==> config.mk <==
export PLATFORM = sky130hd
export DESIGN_NAME = miriscv_mem_arbiter
export DESIGN_NICKNAME = d
export VERILOG_FILES = /design/src/rtl/miriscv_mem_arbiter.sv
export SDC_FILE = /design/constraint.sdc
export NUM_CORES = 1
export LEC_CHECK = 0
export CORE_AREA = 2 2 110 112
export CTS_CLUSTER_DIAMETER = 40
export DETAILED_ROUTE_END_ITERATION = 8
export DIE_AREA = 0 0 112 114
export GPL_TIMING_DRIVEN = 0
export MAX_ROUTING_LAYER = met4
export SKIP_LAST_GASP = 1
export SYNTH_ARGS = -nofsm -noshare
export SYNTH_HDL_FRONTEND = slang
export SYNTH_SLANG_ARGS = --single-unit
==> constraint.sdc <==
create_clock -name clk_i -period 4.36 [get_ports clk_i]
set_clock_uncertainty 0.2 [all_clocks]
set_input_delay 1.09 -clock clk_i [delete_from_list [all_inputs] [get_ports clk_i]]
set_output_delay 1.09 -clock clk_i [all_outputs]
set_load 0.02 [all_outputs]
==> src/rtl/miriscv_mem_arbiter.sv <==
// rtl/miriscv_mem_arbiter.sv - two-to-one fetch/LSU memory-port arbiter
// Round-robin with request lock; an owner FIFO routes in-order responses back.
module miriscv_mem_arbiter #(
  parameter int XLEN            = 32,
  parameter int MAX_OUTSTANDING = 2
) (
  input  logic                               clk_i,
  input  logic                               arstn_i,
  input  logic                               i_req_i,
  input  logic [XLEN-1:0]                    i_addr_i,
  output logic                               i_gnt_o,
  output logic                               i_rvalid_o,
  output logic [XLEN-1:0]                    i_rdata_o,
  input  logic                               d_req_i,
  input  logic                               d_we_i,
  input  logic [XLEN/8-1:0]                  d_be_i,
  input  logic [XLEN-1:0]                    d_addr_i,
  input  logic [XLEN-1:0]                    d_wdata_i,
  output logic                               d_gnt_o,
  output logic                               d_rvalid_o,
  output logic [XLEN-1:0]                    d_rdata_o,
  output logic                               mem_req_o,
  output logic                               mem_we_o,
  output logic [XLEN/8-1:0]                  mem_be_o,
  output logic [XLEN-1:0]                    mem_addr_o,
  output logic [XLEN-1:0]                    mem_wdata_o,
  input  logic                               mem_gnt_i,
  input  logic                               mem_rvalid_i,
  input  logic [XLEN-1:0]                    mem_rdata_i,
  output logic [$clog2(MAX_OUTSTANDING+1)-1:0] outstanding_o,
  output logic                               err_o
);

  localparam int CW = $clog2(MAX_OUTSTANDING + 1);
  localparam int PW = (MAX_OUTSTANDING > 1) ? $clog2(MAX_OUTSTANDING) : 1;

  logic [MAX_OUTSTANDING-1:0] own_q;
  logic [PW-1:0]              wr_ptr_q, rd_ptr_q;
  logic [CW-1:0]              count_q;
  logic                       last_grant_q, lock_q, lock_port_q, err_q;
  logic                       full, empty, lock_eff, sel, accept, pop, head;

  function automatic logic [PW-1:0] bump(input logic [PW-1:0] p);
    return (p == PW'(MAX_OUTSTANDING - 1)) ? '0 : p + 1'b1;
  endfunction

  assign full     = (count_q == CW'(MAX_OUTSTANDING));
  assign empty    = (count_q == '0);
  // A locked port that drops req releases the lock immediately.
  assign lock_eff = lock_q & (lock_port_q ? d_req_i : i_req_i);

  always_comb begin
    sel = 1'b0;
    if (lock_eff)                 sel = lock_port_q;
    else if (i_req_i && d_req_i)  sel = ~last_grant_q;
    else if (d_req_i)             sel = 1'b1;
  end

  assign mem_req_o   = (i_req_i | d_req_i) & ~full & arstn_i;
  assign mem_we_o    = sel ? d_we_i    : 1'b0;
  assign mem_be_o    = sel ? d_be_i    : '1;
  assign mem_addr_o  = sel ? d_addr_i  : i_addr_i;
  assign mem_wdata_o = sel ? d_wdata_i : '0;

  assign accept  = mem_req_o & mem_gnt_i;
  assign i_gnt_o = accept & ~sel;
  assign d_gnt_o = accept & sel;

  assign pop        = mem_rvalid_i & ~empty;
  assign head       = own_q[rd_ptr_q];
  assign i_rvalid_o = pop & ~head;
  assign d_rvalid_o = pop & head;
  assign i_rdata_o  = mem_rdata_i;
  assign d_rdata_o  = mem_rdata_i;

  assign outstanding_o = count_q;
  assign err_o         = err_q;

  always_ff @(posedge clk_i or negedge arstn_i) begin
    if (!arstn_i) begin
      own_q        <= '0;
      wr_ptr_q     <= '0;
      rd_ptr_q     <= '0;
      count_q      <= '0;
      last_grant_q <= 1'b0;
      lock_q       <= 1'b0;
      lock_port_q  <= 1'b0;
      err_q        <= 1'b0;
    end else begin
      if (accept) begin
        own_q[wr_ptr_q] <= sel;
        wr_ptr_q        <= bump(wr_ptr_q);
        last_grant_q    <= sel;
      end
      if (pop) rd_ptr_q <= bump(rd_ptr_q);
      case ({accept, pop})
        2'b10:   count_q <= count_q + 1'b1;
        2'b01:   count_q <= count_q - 1'b1;
        default: count_q <= count_q;
      endcase
      lock_q      <= mem_req_o & ~mem_gnt_i;
      lock_port_q <= sel;
      if (mem_rvalid_i && empty) err_q <= 1'b1;
    end
  end

endmodule
# [Word-level counts from Yosys, hierarchy flattened]
# Cells that the tools add are included.
[totals] inputBits=139 reg_bits=10 word_cells=56 output_inout_bits=141
[op_classes] add_sub_neg=4 magnitude_cmp=3 bitwise=17 muxes=16 eq_ne=3 reduce_logical=5
[op_table] operator="$mux 32" count=2
[op_table] operator="$and 1x1->1" count=10
[op_table] operator="$mux 1" count=10
[op_table] operator="$not 1->1" count=6
[op_table] operator="$eq 2x2->1 const B" count=2
[op_table] operator="$lt 1x2->1 const B" count=2
[op_table] operator="$mux 4" count=1
[op_table] operator="$pmux 2 s2" count=1
[op_table] operator="$logic_and 1x1->1" count=3
[op_table] operator="$add 1x1->1 const B" count=2
[op_table] operator="$add 2x1->2 const B" count=1
[op_table] operator="$bwmux 2" count=1
[op_table] operator="$eq 2x1->1 const B" count=1
[op_table] operator="$logic_not 2->1" count=1
[op_table] operator="$reduce_bool 2->1" count=1
[op_table] operator="$sub 2x1->2 const B" count=1
[op_table] operator="$demux 1 s1" count=1
[op_table] operator="$ge 1x1->1 const B" count=1
[op_table] operator="$or 1x1->1" count=1

# [Depth between registers and ports, before layout]
[depth] ltp_word=7 depth_mapped=6 mapped_depth_nobuf=6

# [Least setup slack after synthesis]
# Ideal clock, no wire load.
[synth_path] path_type="input-to-output" from="input d_req_i" to="output mem_addr_o[24]" path_buffers=2 arrival_time_ps=2006 required_ps=3070 slack_ps=1064 stages=5 cell_sequence="inv_1 -> a31oi_2 -> buf_6 -> buf_6 -> mux2_1"
[synth_via] elab_chain_cells=4 word_cells_on_any_way=7 classes_between="mux (5); bitwise (1); reduce/logical (1)"
[synth_lines] item="start, declared" line="14" text="input logic d_req_i,"
[synth_lines] item="$mux 1, or another cell as far along" line="56" text="else if (d_req_i) sel = 1'b1;"
[synth_lines] item="$mux 1 / $and 1x1->1 (equally long branches)" line="55, 50"
[synth_lines] item="$mux 1 *" line="54" text="if (lock_eff) sel = lock_port_q;"
[synth_lines] item="$mux 32 *" line="62" text="assign mem_addr_o = sel ? d_addr_i : i_addr_i;"
[synth_lines] item="end, declared" line="25" text="output logic [XLEN-1:0] mem_addr_o,"
# Every way passes the cells marked *; elsewhere a longest branch is shown, timed or not.

# [Final worst setup path]
[layout_path] from="input d_req_i" to="output mem_addr_o[21]"
# Same word-level chain as after synthesis.

==> flow_summary.ini <==
[timing]
min_period_ns = 4.262
worstMarginPinSlew_ns = 0.5723
finalSetupViolations = 0
hold_viol_final = 0
fmax_ghz = 0.2347
rsz0062_at_grt = false
max_slew_margin = 0.6185
fin_crit_sh = 0.9774
timing.final.max_slew_violations = 0

[worst_setup_path]
cp-end-kind = output port
cpMostUsedCell = clkdlybuf4s50_1
cp_data_required_time_ns = 3.07
critPathLaunchType = input port
crit_type = input port to output port
cp_slowest_cell = clkdlybuf4s50_1
cp_cell_sequence = clkdlybuf4s50_1 -> inv_1 -> a31oi_4 -> buf_4 -> mux2_2 -> clkdlybuf4s50_1
r2r-end = outstanding_o[1]$_DFFE_PN0P_
crit_fanout = 10
crit_arrival_ns = 2.97
worst-r2r-setup-slack_ns = 2.47
slowest_delay_ns = 0.56
r2r-start = outstanding_o[0]$_DFFE_PN0P_
r2r_cells = 5

[synthesis]
yosys.area.top_type_share = 0.3116
ys_seq_elements = 10
syn_area_per_cell_um2 = 8.725
syn_inst = 185
synth_nets = 325
yosys-top-cells-area = buf_4 (31%), mux2_2 (17%), dfrtp_1 (16%), and2_1 (14%), mux2_1 (4.9%)
synth_area_leader_cell = buf_4
yosysUniqueCellTypes = 26
syn_area_um2 = 1614
synth_seq_area_share = 0.1550
yosysWarnings = 0

[clock_tree]
cts_root_buf = clkbuf_16
ctsHoldBuffers = 0
cts_buffers = 3
ctsHtreeMaxLevel = 1
worst_skew_pair.late_latency_ns = 0.23
tritoncts = done
cts_setup_buffers = 0
clock_sinks = 10
clkTransAtPathRegs_ns = 0.04
clock_path_buffers = 2

[finish]
final_cells = 582
num_antenna_cells = 0
fillCellCount = 1176
fin_area_um2 = 4414
syn_to_final_growth_pct = 173.5
drive_gt1_frac = 0.2345
nets = 577

[drt]
routed_wl_um = 7370
drc = 0
num_vias = 2051
first_pass_iters = 4
drt-wirelength-per-cell_um = 12.66
vias_per_cell = 3.524
first_iter_violations = 22
ant_nets = 0

[global_route]
antenna_found_initial = 0
top_usage_layer = met2
grt_use_met3 = 0.01700
grtUsageMet1 = 0.1221
grt_pass1_vias = 1970
grt_overflow = 0
grt_pass1_wl_um = 10600
grt_usage = 0.1030
grtUsageMet2 = 0.1883
grt_max_degree = 16

[floorplanning]
start_util = 0.1378
die_h_um = 114
rows = 40
die_area_um2 = 12770
io_pins = 280
die_w_um = 112
core_area_um2 = 11710

[pwr]
power.density_nw_per_um2 = 257.2
p_leak_nw = 2.185
ir_worst_vdd_v = 0.0003218

[status]
status = completed

[min_path]
worstHoldStart = err_o$_DFFE_PN0P_
hold_path_end = err_o$_DFFE_PN0P_
hp-class = flip-flop to flip-flop
min_path_cells = 1

[placed_design]
place.gp.congestion = 0.7421
io_buffers = 247
place_area_um2 = 4270
post-dp-hpwl_um = 6401
dpl.cell_count = 579

[run]
drv_cap = 0
stage by stage:
stage	utilization	setup slack [ns]	power, mW	hold WS, ns	TNS [ns]
3_3_place_gp	0.3646	-0.09536	0.9944	0.2430	-0.5944
4_1_cts	0.3712	-0.04062	1.158	0.2683	-0.04062
6_report	0.3769	0.09837	1.135	0.2618	0
3_5_place_dp	0.3646	-0.1141	0.9974	0.2592	-0.8490
2_1_floorplan	-	1.064	0.5984	0.2582	0
5_1_grt	0.3769	0.005505	1.208	0.3041	0
worst max-delay path: cells and delay by family:
family / cells / cell delay, ns
compound gates: 1 / 0.19
buf+inv: 4 / 1.31
mux: 1 / 0.37
cell type report:
type	count	area, µm²	share of cell area
Timing Repair Buffer	247	2532	0.5737
Multi-Input combinational cell	100	820.8	0.1859
Buffer	72	540.5	0.1224
Sequential cell	10	250.2	0.05669
Tap cell	147	183.9	0.04167
Clock buffer	3	75.07	0.01701
Inverter	3	11.26	0.002551
cell usage in the layout, fill, tap and decap left out:
cell type / Yosys / routed
a32o_1: 2 / 2
mux2_1: 7 / 7
nor2b_1: 3 / 3
clkbuf_2: 2 / 2
mux2i_1: 1 / 1
dfrtp_1: 10 / 10
or2_1: 1 / 1
inv_1: 3 / 3
o21ai_0: 1 / 1
ha_1: 1 / 1
nand2b_1: 5 / 5
buf_4: 67 / 67
buf_2: 1 / 1
nand2_1: 1 / 1
and2_1: 35 / 35
a22o_1: 1 / 1
a31oi_4: 0 / 1
xnor2_1: 4 / 4
xor2_1: 1 / 1
a21o_1: 1 / 1
nor2_1: 4 / 4
mux2_2: 25 / 25
or2_2: 1 / 1
clkbuf_16: 0 / 3
dlymetal6s2s_1: 0 / 27
dlygate4sd2_1: 0 / 6
buf_6: 2 / 2
clkdlybuf4s50_1: 0 / 214
nand4_1: 3 / 3
and3_1: 2 / 2
sequential cells by signal (all words and copies together), names as in the netlist:
| register | flops |
|---|---|
| own_q | 2 |
| outstanding_o | 2 |
| wr_ptr_q | 1 |
| lock_port_q | 1 |
| last_grant_q | 1 |
| lock_q | 1 |
| err_o | 1 |
| rd_ptr_q | 1 |
power by group:
part | total, mW | internal (mW) | leakage, nW | switching, mW
Sequential | 0.164 | 0.130 | 0.118 | 0.0340
Combinational | 0.817 | 0.461 | 2.03 | 0.356
Clock | 0.154 | 0.118 | 0.0370 | 0.0362
Total | 1.14 | 0.709 | 2.19 | 0.426
per-layer routing:
layer  vias to the layer above  part of all wire
li1                       1037                 -
met1                       904              0.39
met2                       108              0.53
met3                         2             0.081
met4                         0            0.0022
met5                         -                 0
synth_stat cells:
| cell | count |
|---|---|
| buf_4 | 67 |
| and2_1 | 35 |
| mux2_2 | 25 |
| dfrtp_1 | 10 |
| mux2_1 | 7 |
| nand2b_1 | 5 |
| nor2_1 | 4 |
| xnor2_1 | 4 |
| inv_1 | 3 |
| nand4_1 | 3 |
| nor2b_1 | 3 |
| a32o_1 | 2 |
| and3_1 | 2 |
| buf_6 | 2 |
| clkbuf_2 | 2 |
| a21o_1 | 1 |
| a22o_1 | 1 |
| a31oi_2 | 1 |
| buf_2 | 1 |
| ha_1 | 1 |
| mux2i_1 | 1 |
| nand2_1 | 1 |
| o21ai_0 | 1 |
| or2_1 | 1 |
| or2_2 | 1 |
| xor2_1 | 1 |
kinds of logic (layout without fill, tap and decap cells):
| family | after synthesis | in the layout | synth area share |
|---|---|---|---|
| multiplexers | 33 | 33 | 0.2295 |
| AND/OR/NAND/NOR | 55 | 55 | 0.2054 |
| flip-flops | 10 | 10 | 0.1550 |
| adder cells (fa/ha/maj) | 1 | 1 | 0.007751 |
| buffers and inverters | 75 | 325 | 0.3419 |
| AO/OA/AOI/OAI | 6 | 6 | 0.03333 |
| XOR/XNOR | 5 | 5 | 0.02713 |
worst max path at each step:
stage	from	endpoint	slack [ns]	depth (start not counted)
finish	d_req_i	mem_addr_o[21]	0.1	6
global route	d_req_i	mem_wdata_o[28]	0.006	7
CTS	d_req_i	mem_addr_o[28]	-0.04	7
detailed placement	d_req_i	mem_addr_o[28]	-0.11	7
global placement	d_req_i	mem_addr_o[28]	-0.1	7
floorplan	d_req_i	mem_addr_o[24]	1.06	5
what timing repair did:
item                                    CTS  global route
resized for setup                         7            27
gates cloned                              0             0
endpoints found under the setup margin   35            27
Power figures use the tool's default switching activity.
